File: src/rtl/sample_packer_pkg.sv
// Shared constants, widths and state encoding for the sample packer gearbox.
package sample_packer_pkg;

  localparam logic [23:0] ORDER_LSB = "LSB";
  localparam logic [23:0] ORDER_MSB = "MSB";

  localparam int MAX_OUT_BIT_NUM = 256;
  // Wide enough for the largest fill count (out + in - 1) at the maximum word width.
  localparam int CNT_W = $clog2(2 * MAX_OUT_BIT_NUM) + 1;

  typedef enum logic {
    ST_RUN   = 1'b0,
    ST_FLUSH = 1'b1
  } state_t;

  function automatic int acc_width(input int out_bits, input int in_bits);
    return out_bits + in_bits - 1;
  endfunction

endpackage

File: src/rtl/sample_packer.sv
// Packs C_IN_BIT_NUM-bit samples into a dense stream of C_OUT_BIT_NUM-bit words.
// Optional end-of-frame flush (i_last/o_last, FLUSH state) under SAMPLE_PACKER_LAST_EN.
module sample_packer
  import sample_packer_pkg::*;
#(
  parameter int          C_IN_BIT_NUM  = 10,
  parameter int          C_OUT_BIT_NUM = 32,
  parameter logic [23:0] C_BIT_ORDER   = "LSB"
) (
  input  logic                     clk,
  input  logic                     rst_n,
  input  logic [C_IN_BIT_NUM-1:0]  i0,
  input  logic                     i_valid,
  output logic                     o_ready,
`ifdef SAMPLE_PACKER_LAST_EN
  input  logic                     i_last,
  output logic                     o_last,
`endif
  output logic [C_OUT_BIT_NUM-1:0] o0,
  output logic                     o_valid,
  input  logic                     i_ready,
  output logic                     dbg_state
);

  // Handshakes: a transfer happens on a rising edge where valid && ready are both high;
  // a valid source holds its data until then. o_ready depends combinationally on i_ready.

  localparam int              ACC_W     = acc_width(C_OUT_BIT_NUM, C_IN_BIT_NUM);
  localparam logic [CNT_W-1:0] OUT_N    = CNT_W'(C_OUT_BIT_NUM);
  localparam logic [CNT_W-1:0] IN_N     = CNT_W'(C_IN_BIT_NUM);
  localparam bit              MSB_FIRST = (C_BIT_ORDER == ORDER_MSB);

  state_t                   state;
  logic [ACC_W-1:0]         acc;
  logic [ACC_W-1:0]         acc_shift;
  logic [ACC_W-1:0]         acc_ins;
  logic [ACC_W-1:0]         acc_next;
  logic [CNT_W-1:0]         cnt;
  logic [CNT_W-1:0]         cnt_shift;
  logic [CNT_W-1:0]         cnt_next;
  logic [C_OUT_BIT_NUM-1:0] word;
  logic                     slot_free;
  logic                     full;
  logic                     residue;
  logic                     move;
  logic                     accept;
`ifdef SAMPLE_PACKER_LAST_EN
  logic                     last_word;
`endif

  assign dbg_state = state;

  always_comb begin
    slot_free = !o_valid || i_ready;
    full      = (cnt >= OUT_N);
`ifdef SAMPLE_PACKER_LAST_EN
    residue   = (state == ST_FLUSH) && !full && (cnt != '0);
`else
    residue   = 1'b0;
`endif
    move      = slot_free && (full || residue);
    o_ready   = (!full || move) && (state == ST_RUN) && rst_n;
    accept    = i_valid && o_ready;

    // Unused accumulator bits are kept zero, so the residue word comes out zero-padded.
    word = MSB_FIRST ? acc[ACC_W-1 -: C_OUT_BIT_NUM] : acc[C_OUT_BIT_NUM-1:0];

    acc_shift = acc;
    cnt_shift = cnt;
    if (move) begin
      if (residue) begin
        acc_shift = '0;
        cnt_shift = '0;
      end else begin
        acc_shift = MSB_FIRST ? (acc << C_OUT_BIT_NUM) : (acc >> C_OUT_BIT_NUM);
        cnt_shift = cnt - OUT_N;
      end
    end

    acc_ins  = MSB_FIRST ? ((ACC_W'(i0) << (ACC_W - C_IN_BIT_NUM)) >> cnt_shift)
                         : (ACC_W'(i0) << cnt_shift);
    acc_next = accept ? (acc_shift | acc_ins) : acc_shift;
    cnt_next = accept ? (cnt_shift + IN_N) : cnt_shift;
`ifdef SAMPLE_PACKER_LAST_EN
    last_word = (state == ST_FLUSH) && (cnt_shift == '0);
`endif
  end

  always_ff @(posedge clk) begin
    if (!rst_n) begin
      state   <= ST_RUN;
      acc     <= '0;
      cnt     <= '0;
      o0      <= '0;
      o_valid <= 1'b0;
`ifdef SAMPLE_PACKER_LAST_EN
      o_last  <= 1'b0;
`endif
    end else begin
      acc <= acc_next;
      cnt <= cnt_next;
      if (move) begin
        o0      <= word;
        o_valid <= 1'b1;
`ifdef SAMPLE_PACKER_LAST_EN
        o_last  <= last_word;
`endif
      end else if (i_ready) begin
        o_valid <= 1'b0;
`ifdef SAMPLE_PACKER_LAST_EN
        o_last  <= 1'b0;
`endif
      end
`ifdef SAMPLE_PACKER_LAST_EN
      case (state)
        ST_RUN:   if (accept && i_last) state <= ST_FLUSH;
        ST_FLUSH: if (move && last_word) state <= ST_RUN;
        default:  state <= ST_RUN;
      endcase
`endif
    end
  end

endmodule

File: config.mk
export PLATFORM = sky130hd
export DESIGN_NAME = sample_packer
export DESIGN_NICKNAME = d
export VERILOG_FILES = /design/src/rtl/sample_packer_pkg.sv /design/src/rtl/sample_packer.sv
export SDC_FILE = /design/constraint.sdc
export NUM_CORES = 1
export LEC_CHECK = 0
export BUFFER_PORTS_ARGS = -buffer_cell sky130_fd_sc_hd__buf_2
export CORE_MARGIN = 5
export CORE_UTILIZATION = 35
export DETAILED_ROUTE_END_ITERATION = 10
export HOLD_SLACK_MARGIN = 0.12
export PLACE_DENSITY = 0.52
export SETUP_SLACK_MARGIN = 0.1
export SYNTH_ARGS = -nofsm -noshare
export SYNTH_HDL_FRONTEND = slang
export SYNTH_SLANG_ARGS = --single-unit
File: constraint.sdc
create_clock -name clk -period 3.7 [get_ports clk]
set_input_delay 0.185 -clock clk [delete_from_list [all_inputs] [get_ports clk]]
set_output_delay 0.185 -clock clk [all_outputs]
set_load 0.01 [all_outputs]
==> impl_summary.log <==
INFO  metric status = complete, no violations
INFO  metric floorplan.die_area = 14,300 um2
INFO  metric fin_area = 4910 um2
INFO  metric area_growth_syn_to_layout = 17.2%
INFO  metric post_cts_hold_buffer_count = 0
INFO  metric place_congestion = 0.911
INFO  metric initial_core_util = 0.353
INFO  metric drtAntennaViolNets = 0
INFO  metric grt_most_used_layer = met2
INFO  metric ys_types = 61
INFO  metric ff2ff_setup_slack = 1030 ps
INFO  metric cts.htree.levels = 3
INFO  metric vdd_ir_drop_max = 416 uV
INFO  metric n_antenna_cell = 0
INFO  metric fin_skew = 9.23 ps
INFO  metric synth_area_leaders = sky130_fd_sc_hd__dfxtp_1 (40%), sky130_fd_sc_hd__nand2_1 (9.8%), sky130_fd_sc_hd__a21oi_1 (6.2%)
INFO  metric chipHeight = 119 um
INFO  metric setup_violations = 0
INFO  metric switching_share = 0.437
INFO  metric critical_path.reg2reg.startpoint = cnt[6]
INFO  metric synth_top_cells_by_count = sky130_fd_sc_hd__nand2_1 (109), sky130_fd_sc_hd__dfxtp_1 (83), sky130_fd_sc_hd__a21oi_1 (52)
INFO  metric post-route-period-util = 0.721
INFO  metric power.density = 770 nW/um2
INFO  metric critPathMaxFanout = 12
INFO  metric overflow_left_after_global_routing = 0
INFO  metric min_delay_worst_endpoint = acc[18]
INFO  metric main_combinational_cell_family_by_area_after_synthesis = compound AO/OA/AOI/OAI gates
INFO  metric finish.net_count = 583
INFO  metric placeableCoreArea = 11,900 um2
INFO  metric fin_hold_ws = 245 ps
INFO  metric cp-start-kind = register
INFO  metric whs_path_depth = 3
INFO  metric worstRegToRegCells = 8
INFO  metric dp.final_hpwl = 9.09 mm
INFO  metric path_class = reg2reg
INFO  metric io-pin-count = 49
INFO  metric cts_resized = 0
INFO  metric rsz0062_at_grt = no
INFO  metric detailed_place.area = 4610 um2
INFO  metric worstPathArrival = 2940 ps
INFO  metric grt.met1_usage = 0.218
INFO  metric count_of_buffers_added_by_post_cts_timing_repair_for_setup = 0
INFO  metric grt_util_met2 = 0.309
INFO  metric clock-root-buffer = sky130_fd_sc_hd__clkbuf_16
INFO  metric numClockSinks = 83
INFO  metric synth_compound_area_frac = 0.242
INFO  metric power_report.internal_total = 2.13 mW
INFO  metric gr-usage-met3 = 0.0328
INFO  metric wire_length_of_the_first_global_routing_pass = 20.3 mm
INFO  metric comb_power_share = 0.469
INFO  metric multi_input_area = 2360 um2
INFO  metric leakage = 1.80 nW
INFO  metric clkSlewWorstSetupHoldPaths = 70 ps
INFO  metric post-route-util = 0.414
INFO  metric synth_top_flop_cell = sky130_fd_sc_hd__dfxtp_1
INFO  metric mean_routed_wirelength_per_cell = 17.6 um
INFO  metric netlist.area_leader.share = 0.396
INFO  metric ys.warnings.count = 0
INFO  metric routed_wire_length = 12.6 mm
INFO  metric synth_xor_xnor_area_share = 0.0125
INFO  metric pwr-share-seq = 0.286
INFO  metric cts_inserted_buffers = 9
INFO  metric mappedNetlistArea = 4190 um2
INFO  metric launching_instance_or_port_of_the_critical_path = cnt[6]
INFO  metric syn-num-nets = 550
INFO  metric report.final.hold_viol_count = 0
INFO  metric syn_area_per_cell = 7.88 um2
INFO  metric post-route-drc-count = 0
INFO  metric holdCritStartpoint = i0[0]
INFO  metric synth_enable_flop_cells = 0
INFO  metric post_route_cells_drive_above_1_share = 0.163
INFO  metric synth_mux_area_frac = 0.0576
INFO  metric post-synth-top-area-cell = sky130_fd_sc_hd__dfxtp_1
INFO  metric synth_adder_area_share = 0.0119
INFO  metric final.fill_count = 1,253
INFO  metric antenna_found_initial = 0
INFO  metric cap_violations = 0
INFO  metric vias = 3,994
INFO  metric postSynthCellCount = 532
INFO  metric tritoncts = built
INFO  metric worst_relative_slew_slack = 0.397
INFO  metric finalWorstPathRequiredPeriod = 2670 ps
INFO  metric synth-simple-area-share = 0.231
INFO  metric layout.cells.non_filler = 717
INFO  metric maxSlewViolCount = 0
INFO  metric area.sequential = 1660 um2
INFO  metric worst_max_slew_pin_slew = 896 ps
INFO  metric io_buffers = 47
INFO  metric violation_count_after_the_first_detailed_route_iteration = 290
INFO  metric global_route.usage.total = 0.180
INFO  metric clock_power_share = 0.246
INFO  metric detailedRoute.firstPassIterationCount = 6
INFO  metric rows = 40
INFO  metric power.net_switching = 1.65 mW
INFO  metric routed_via_density = 5.57
INFO  metric x_dimension_of_the_die = 119 um
INFO  metric first_global_vias = 3,763
INFO  metric grt_start_max_net_pins = 40
INFO  metric critical_path_required = 3970 ps
INFO  metric synth_seq_cells = 83
INFO  metric async_flop_share = 0
INFO  metric fmax = 0.375 GHz
INFO  metric clock_tree.buffer_depth = 2
INFO  metric yosysMostFrequentCell = sky130_fd_sc_hd__nand2_1
INFO  metric placedCellCount = 701
INFO  metric clock_insertion_delay_worst_skew = 340 ps
INFO  metric hold_path.class = in2reg
INFO  metric critical_path.reg2reg.endpoint = acc[27]
INFO  metric fin_tns_setup = 0 ps
INFO  metric critical_path.endpoint_type = register
INFO  metric synth_sequential_area_ratio = 0.396
## worst max-delay path by stage
| stage | slack [ps] | to | depth (start not counted) |
|---|---|---|---|
| 6_report | 1030 | acc[27] | 8 |
| 5_1_grt | 750 | acc[16] | 5 |
| 4_1_cts | 1050 | acc[30] | 8 |
| 3_5_place_dp | 1100 | acc[29] | 5 |
| 3_3_place_gp | 1170 | acc[19] | 8 |
| 2_1_floorplan | 1120 | acc[19] | 9 |
## metal layers
layer	vias up	share of wire
li1	1968	-
met1	1890	0.44
met2	111	0.50
met3	25	0.038
met4	0	0.030
met5	-	0
## flip-flops by register name, summed over array words and instances, names as in the netlist
register  flops
acc          41
cnt           9
o0           32
o_valid       1
## critical path, cell delays in order, from the launching register on
cell and delay [ps]:
sky130_fd_sc_hd__dfxtp_1 440, sky130_fd_sc_hd__inv_1 100, sky130_fd_sc_hd__ha_1 200, sky130_fd_sc_hd__nand4bb_1 90, sky130_fd_sc_hd__buf_4 200, sky130_fd_sc_hd__nand3_1 250, sky130_fd_sc_hd__a2111oi_4 730, sky130_fd_sc_hd__nand3_1 360
sky130_fd_sc_hd__o21ai_1 210
## power groups by stage
stage	Clock [mW]	Combinational [mW]	Sequential, mW
after global placement	0	1.76	1.10
after global routing	1.00	1.93	1.10
final	0.930	1.77	1.08
after CTS	0.950	1.77	1.08
after floorplan	0	1.25	1.07
after detailed placement	0	1.76	1.10
## placed cells by master, fill, tap and decap left out, types with 3 or more instances in the layout
master                      Yosys  routed
sky130_fd_sc_hd__a211oi_1       5       5
sky130_fd_sc_hd__a21oi_1       52      52
sky130_fd_sc_hd__a221oi_1       3       3
sky130_fd_sc_hd__a22o_1         3       3
sky130_fd_sc_hd__a22oi_1        3       3
sky130_fd_sc_hd__a311oi_1       3       3
sky130_fd_sc_hd__a31oi_1        5       4
sky130_fd_sc_hd__a41o_1         4       4
sky130_fd_sc_hd__buf_2          1      47
sky130_fd_sc_hd__buf_4          1      13
sky130_fd_sc_hd__clkbuf_16      0       9
sky130_fd_sc_hd__dfxtp_1       83      83
sky130_fd_sc_hd__ha_1           4       4
sky130_fd_sc_hd__inv_1         13      12
sky130_fd_sc_hd__mux2_2         7       7
sky130_fd_sc_hd__mux2i_1       14      14
sky130_fd_sc_hd__nand2_1      109     109
sky130_fd_sc_hd__nand2b_1       5       5
sky130_fd_sc_hd__nand3_1       21      21
sky130_fd_sc_hd__nand4_1       11      11
sky130_fd_sc_hd__nor2_1        39      39
sky130_fd_sc_hd__nor2b_1        6       6
sky130_fd_sc_hd__nor3_1         4       4
sky130_fd_sc_hd__nor3b_1        3       3
sky130_fd_sc_hd__nor4_1         4       4
sky130_fd_sc_hd__o2111ai_1      4       4
sky130_fd_sc_hd__o211ai_1       6       6
sky130_fd_sc_hd__o21ai_0       15      15
sky130_fd_sc_hd__o21ai_1       14      14
sky130_fd_sc_hd__o22ai_1        8       8
sky130_fd_sc_hd__o31a_1         3       3
sky130_fd_sc_hd__xnor2_1        4       4
## cells by family after synthesis
family                   count (synthesis)
AND/OR/NAND/NOR                        214
AO/OA/AOI/OAI                          150
flip-flops                              83
buffers and inverters                   52
multiplexers                            22
XOR/XNOR                                 6
adder cells (fa/ha/maj)                  4
other                                    1
## metrics by stage
stage,setup WS [ps],power (mW)
floorplan,1120,2.31
global placement,1170,2.86
detailed placement,1100,2.86
CTS,1050,3.80
global route,746,4.03
finish,1030,3.78
## layout make-up
cell class | count | share of cell area
sequential | 83 | 0.338
timing repair buffer | 61 | 0.0718
inverter | 13 | 0.00993
multi-input combinational | 397 | 0.480
clock buffer | 13 | 0.0530
tap | 147 | 0.0374
clock inverter | 3 | 0.00942
(Power assumes the default switching activity.)
